===== src/rtl/schedule_1st_pkg.sv =====
// Shared opcode constants, instruction bundle and register-usage decode
// for the first scheduling stage.
package schedule_1st_pkg;

    localparam logic [6:0] OP_R      = 7'b0110011;
    localparam logic [6:0] OP_I_JALR = 7'b1100111;
    localparam logic [6:0] OP_LOAD   = 7'b0000011;
    localparam logic [6:0] OP_I_ALU  = 7'b0010011;
    localparam logic [6:0] OP_FENCE  = 7'b0001111;
    localparam logic [6:0] OP_SYSTEM = 7'b1110011;
    localparam logic [6:0] OP_S      = 7'b0100011;
    localparam logic [6:0] OP_B      = 7'b1100011;
    localparam logic [6:0] OP_LUI    = 7'b0110111;
    localparam logic [6:0] OP_AUIPC  = 7'b0010111;
    localparam logic [6:0] OP_JAL    = 7'b1101111;

    typedef struct packed {
        logic [31:0] pc;
        logic [6:0]  opcode;
        logic [4:0]  rd;
        logic [4:0]  rs1;
        logic [4:0]  rs2;
        logic [2:0]  funct3;
        logic [6:0]  funct7;
        logic [31:0] imm;
    } instr_t;

    function automatic logic uses_rs1(input logic [6:0] op);
        case (op)
            OP_R, OP_S, OP_B,
            OP_I_JALR, OP_LOAD, OP_I_ALU, OP_SYSTEM: return 1'b1;
            default:                                 return 1'b0;
        endcase
    endfunction

    function automatic logic uses_rs2(input logic [6:0] op);
        case (op)
            OP_R, OP_S, OP_B: return 1'b1;
            default:          return 1'b0;
        endcase
    endfunction

    function automatic logic writes_rd(input logic [6:0] op);
        case (op)
            OP_R, OP_I_JALR, OP_LOAD, OP_I_ALU, OP_SYSTEM,
            OP_LUI, OP_AUIPC, OP_JAL: return 1'b1;
            default:                  return 1'b0;
        endcase
    endfunction

endpackage


===== src/rtl/schedule_1st_scoreboard.sv =====
// 32-entry busy scoreboard: one set port (issue), one clear port (writeback),
// two read ports. Macro SCHEDULE_1ST_WB_BYPASS_EN lets a same-cycle WB hide busy.
module schedule_1st_scoreboard (
    input  logic       clk,
    input  logic       rst,
    input  logic       flush,
    input  logic       set_en,
    input  logic [4:0] set_rd,
    input  logic       clr_en,
    input  logic [4:0] clr_rd,
    input  logic [4:0] rd_a,
    input  logic [4:0] rd_b,
    output logic       busy_a,
    output logic       busy_b
);

    logic [31:0] busy;
    logic [31:0] set_mask;
    logic [31:0] clr_mask;
    logic [31:0] busy_next;

    // set is applied after clear so a same-register set/clear leaves it busy
    always_comb begin
        set_mask = '0;
        clr_mask = '0;
        if (set_en) set_mask[set_rd] = 1'b1;
        if (clr_en) clr_mask[clr_rd] = 1'b1;
        busy_next    = (busy & ~clr_mask) | set_mask;
        busy_next[0] = 1'b0;
    end

    always_ff @(posedge clk) begin
        if (rst || flush) busy <= '0;
        else              busy <= busy_next;
    end

`ifdef SCHEDULE_1ST_WB_BYPASS_EN
    always_comb begin
        busy_a = busy[rd_a] & ~(clr_en && (clr_rd == rd_a));
        busy_b = busy[rd_b] & ~(clr_en && (clr_rd == rd_b));
    end
`else
    always_comb begin
        busy_a = busy[rd_a];
        busy_b = busy[rd_b];
    end
`endif

endmodule


===== src/rtl/schedule_1st.sv =====
// Issue scheduler: holds one decoded instr, issues it when sources are free
// and execute has room, else raises STALL. Option: SCHEDULE_1ST_WB_BYPASS_EN.
// Ports: CLK/RST/FLUSH, DECODE_2ND_* in, STALL out, EXEC_READY, WB_VALID/WB_RD,
// SCHEDULE_1ST_* registered issue outputs.
module schedule_1st
    import schedule_1st_pkg::*;
(
    input  logic        CLK,
    input  logic        RST,
    input  logic        FLUSH,
    input  logic        DECODE_2ND_VALID,
    input  logic [31:0] DECODE_2ND_PC,
    input  logic [6:0]  DECODE_2ND_OPCODE,
    input  logic [4:0]  DECODE_2ND_RD,
    input  logic [4:0]  DECODE_2ND_RS1,
    input  logic [4:0]  DECODE_2ND_RS2,
    input  logic [2:0]  DECODE_2ND_FUNCT3,
    input  logic [6:0]  DECODE_2ND_FUNCT7,
    input  logic [31:0] DECODE_2ND_IMM,
    output logic        STALL,
    input  logic        EXEC_READY,
    input  logic        WB_VALID,
    input  logic [4:0]  WB_RD,
    output logic        SCHEDULE_1ST_VALID,
    output logic [31:0] SCHEDULE_1ST_PC,
    output logic [6:0]  SCHEDULE_1ST_OPCODE,
    output logic [4:0]  SCHEDULE_1ST_RD,
    output logic [4:0]  SCHEDULE_1ST_RS1,
    output logic [4:0]  SCHEDULE_1ST_RS2,
    output logic [2:0]  SCHEDULE_1ST_FUNCT3,
    output logic [6:0]  SCHEDULE_1ST_FUNCT7,
    output logic [31:0] SCHEDULE_1ST_IMM
);

    instr_t dec;
    instr_t hold;
    instr_t out_q;
    logic   hold_valid;
    logic   out_valid;
    logic   busy_a;
    logic   busy_b;
    logic   hazard;
    logic   out_free;
    logic   issue;
    logic   set_en;

    always_comb begin
        dec.pc     = DECODE_2ND_PC;
        dec.opcode = DECODE_2ND_OPCODE;
        dec.rd     = DECODE_2ND_RD;
        dec.rs1    = DECODE_2ND_RS1;
        dec.rs2    = DECODE_2ND_RS2;
        dec.funct3 = DECODE_2ND_FUNCT3;
        dec.funct7 = DECODE_2ND_FUNCT7;
        dec.imm    = DECODE_2ND_IMM;
    end

    schedule_1st_scoreboard u_sb (
        .clk    (CLK),
        .rst    (RST),
        .flush  (FLUSH),
        .set_en (set_en),
        .set_rd (hold.rd),
        .clr_en (WB_VALID),
        .clr_rd (WB_RD),
        .rd_a   (hold.rs1),
        .rd_b   (hold.rs2),
        .busy_a (busy_a),
        .busy_b (busy_b)
    );

    // x0 reads as free because the scoreboard never sets bit 0
    always_comb begin
        hazard   = (uses_rs1(hold.opcode) & busy_a)
                 | (uses_rs2(hold.opcode) & busy_b);
        out_free = ~out_valid | EXEC_READY;
        issue    = ~RST & ~FLUSH & hold_valid & ~hazard & out_free;
        STALL    = ~RST & ~FLUSH & hold_valid & ~issue;
        set_en   = issue & writes_rd(hold.opcode) & (hold.rd != 5'd0);
    end

    always_ff @(posedge CLK) begin
        if (RST) begin
            hold_valid <= 1'b0;
            hold       <= '0;
            out_valid  <= 1'b0;
            out_q      <= '0;
        end else if (FLUSH) begin
            hold_valid <= 1'b0;
            out_valid  <= 1'b0;
        end else begin
            if (!STALL) begin
                hold       <= dec;
                hold_valid <= DECODE_2ND_VALID;
            end
            if (issue) begin
                out_q     <= hold;
                out_valid <= 1'b1;
            end else if (EXEC_READY) begin
                out_valid <= 1'b0;
            end
        end
    end

    always_comb begin
        SCHEDULE_1ST_VALID  = out_valid;
        SCHEDULE_1ST_PC     = out_q.pc;
        SCHEDULE_1ST_OPCODE = out_q.opcode;
        SCHEDULE_1ST_RD     = out_q.rd;
        SCHEDULE_1ST_RS1    = out_q.rs1;
        SCHEDULE_1ST_RS2    = out_q.rs2;
        SCHEDULE_1ST_FUNCT3 = out_q.funct3;
        SCHEDULE_1ST_FUNCT7 = out_q.funct7;
        SCHEDULE_1ST_IMM    = out_q.imm;
    end

endmodule


===== config.mk =====
export PLATFORM = sky130hd
export DESIGN_NAME = schedule_1st
export DESIGN_NICKNAME = d
export VERILOG_FILES = /design/src/rtl/schedule_1st_pkg.sv /design/src/rtl/schedule_1st_scoreboard.sv /design/src/rtl/schedule_1st.sv
export SDC_FILE = /design/constraint.sdc
export NUM_CORES = 1
export LEC_CHECK = 0
export ABC_AREA = 0
export CAP_MARGIN = 15
export CORE_MARGIN = 4
export CORE_UTILIZATION = 45
export CTS_BUF_LIST = sky130_fd_sc_hd__clkbuf_16
export CTS_CLUSTER_DIAMETER = 60
export DETAILED_ROUTE_END_ITERATION = 8
export PLACE_DENSITY_LB_ADDON = 0.05
export RECOVER_POWER = 100
export SLEW_MARGIN = 5
export SYNTH_ARGS = -nofsm -noshare
export SYNTH_HDL_FRONTEND = slang
export SYNTH_SLANG_ARGS = --single-unit
export TNS_END_PERCENT = 1

===== constraint.sdc =====
create_clock -name CLK -period 2.9 [get_ports CLK]
set_input_delay 0.29 -clock CLK [delete_from_list [all_inputs] [get_ports CLK]]
set_output_delay 0.29 -clock CLK [all_outputs]
set_load 0.05 [all_outputs]

==> impl_metrics.toml <==
[outcome]
status = "complete, no violations"

[place]
numPortBuffers = 204
gp_congestion = 0.861
dpl.hpwl_um = 15700
dpl_cell_area_um2 = 12000

[yosys]
synth.area.top_cells = "dfxtp_1 (46%), mux2i_1 (21%), nand2b_1 (13%)"
syn_area_um2 = 9720
synth.avg_cell_area_um2 = 10.2
synth_ff_type = "dfxtp_1"
ys_async_sr_fraction = 0
ys_types = 47
synth_nets = 1056
ys_warn_count = 0
yosysMostFrequentCell = "dfxtp_1"
synth_edf_count = 0
netlist.area_leader.share = 0.463
synth_cells = 949
synth_common_cells = "dfxtp_1 (225), mux2i_1 (200), nand2b_1 (196), nor2_1 (107), clkbuf_1 (42)"
ys_seq_area_frac = 0.463
yosysTopAreaCell = "dfxtp_1"
ys_ff_latch = 225

[global_route]
use_met2 = 0.291
groute.usage.overall = 0.186
grt_busiest_layer = "met2"
grt_start_max_net_pins = 289
grtUsageMet1 = 0.249
grt_pass1_vias = 7045
grt_pass1_wl_um = 37000
antenna_found_initial = 1
grt_overflow_total = 0
met3_usage = 0.0609

[pwr]
ir_drop_mv = 0.378
power_density_nw_per_um2 = 534
power_leakage_nw = 5.10

[worst_setup_path]
critPathRequiredTime_ns = 3.26
cp-start-kind = "register"
crit_arrival_ns = 3.13
critical_path_class = "register to register"
cp_slowest_cell = "dfxtp_2"
cp_top_family = "compound AO/OA/AOI/OAI gates"
crit_start = "hold[48]"
reg2reg_slack_ns = 0.13
slowest_delay_ns = 0.48
path_cells = "mux2_2 -> o211ai_1 -> o211ai_1 -> clkbuf_1 -> a2111oi_4 -> buf_4 -> buf_6 -> mux2i_1 -> nor2_1"
end_kind = "register"
critPathMaxFanout = 14
cp_common_cell = "o211ai_1"
timing.rr.start = "hold[48]"
critPathBufInv = 3

[timing]
rsz0062_at_grt = "false"
setup_violations = 0
post-route-min-period_ns = 2.77
maxSlewViolCount = 0
fmax_mhz = 361
fin_skew_ns = 0.0139
final-hold-violation-count = 0
fin_hold_ws_ns = 0.229
finalCritPeriodShare = 0.955
tightest_slew_ns = 1.08
relSlewSlack = 0.278

[final_layout]
area_delta_synth_final_pct = 32.3
regArea_um2 = 4520
nFillCells = 1854
drive_gt1_frac = 0.0773
final_cell_area_um2 = 12900
antenna_cells = 0
multi_input_area_um2 = 4860
nNetsFinal = 1246

[worst_hold_path]
holdCritPathClass = "input port to register"
hold_start = "RST"

[floorplanning]
die_w_um = 155
num_rows = 53
io_pins = 205
core_area_um2 = 21200
die_area_um2 = 24000
die_h_um = 155
start_util = 0.460

[cts]
clkSinkCount = 225
clk_latency_ns = 0.51
htree_levels = 1
clock_path_buffers = 3
postCtsHoldBufs = 0
cts.reportedPaths.clkPinSlew_ns = 0.06
cts_buffers = 26
cts-root-buf = "clkbuf_16"
cts_tree = "done"

[drt]
num_vias = 7234
antenna_left = 0
drc_errors = 0
post_drt_wl_per_cell_um = 16.4
vias_per_cell = 5.07
first_iter_violations = 367
first_pass_iters = 5
totalWireLength_um = 23400

[flow_run]
cap_violations = 0
-- worst paths after layout --
| path | end | cells past startpoint |
|---|---|---|
| worst max register to register | SCHEDULE_1ST_PC[23] | 9 |
| worst max-delay path | SCHEDULE_1ST_PC[23] | 9 |
| worst min register to register | hold[20] | 2 |
| worst min-delay path | u_sb.busy[9] | 4 |
-- logic make-up after synthesis --
logic type	synth area share
muxes	0.231
buffers and inverters	0.0419
AOI/OAI and AO/OA	0.0651
DFF	0.463
and+or+nand+nor	0.198
-- layer usage --
metal	part of all wire	wire [um]
met1	0.44	10400
met2	0.45	10500
met3	0.085	1990
met4	0.021	480
met5	0.00034	8
-- placed cells by master, fill, tap and decap left out, drive strengths merged, types with 12 or more instances in the layout --
cell type	netlist	final
o21ai	25	25
buf	27	24
dlygate4sd3	0	97
mux2i	200	200
nand2b	196	196
nor2	107	107
clkdlybuf4s50	0	105
clkbuf	42	32
o211ai	34	34
nand2	12	12
dfxtp	225	225
-- where the power goes --
group | total, mW | internal [mW] | switching (mW)
Combinational | 0.597 | 0.326 | 0.271
Clock | 3.01 | 1.83 | 1.19
Sequential | 3.26 | 3.18 | 0.0764
-- sequential cells by signal, indices dropped and copies added (netlist names), 3 cells and up --
register,flops
u_sb.busy,31
hold,96
SCHEDULE_1ST_FUNCT3,3
SCHEDULE_1ST_FUNCT7,7
SCHEDULE_1ST_IMM,32
SCHEDULE_1ST_OPCODE,7
SCHEDULE_1ST_RS2,5
SCHEDULE_1ST_RS1,5
SCHEDULE_1ST_PC,32
SCHEDULE_1ST_RD,5
-- stage by stage --
stage          std cells  setup TNS, ns  utilization  setup WS [ns]  power [mW]
2_1_floorplan        949              0            -          0.345        3.67
3_3_place_gp        1382              0        0.569         0.0417        3.92
3_5_place_dp        1382        -0.0900        0.569        -0.0211        3.93
4_1_cts             1424              0        0.607         0.0125        6.97
5_1_grt             1427              0        0.608         0.0214        7.15
6_report            1427              0        0.608          0.130        6.87
-- timing repair --
action | in CTS | in global routing
pin swaps | 1 | 2
setup endpoints to repair | 43 | 112
buffers inserted | 1 | 2
gates cloned | 0 | 1
gates resized for setup | 8 | 11
-- tightest hold or removal path, delay by kind of cell --
| kind | cells | cell delay [ns] |
|---|---|---|
| simple gates | 2 | 0.22 |
| buf+inv | 1 | 0.10 |
| compound gates | 1 | 0.08 |
-- cell type report --
type                    instances  area share
well taps                     275      0.0268
clock inverters                14     0.00827
inverters                       5     0.00146
flip-flops and latches        225       0.351
clock buffers                  27      0.0525
multi-input cells             650       0.378
repair buffers                231       0.181
No activity file was read; power rests on OpenSTA's default activity.
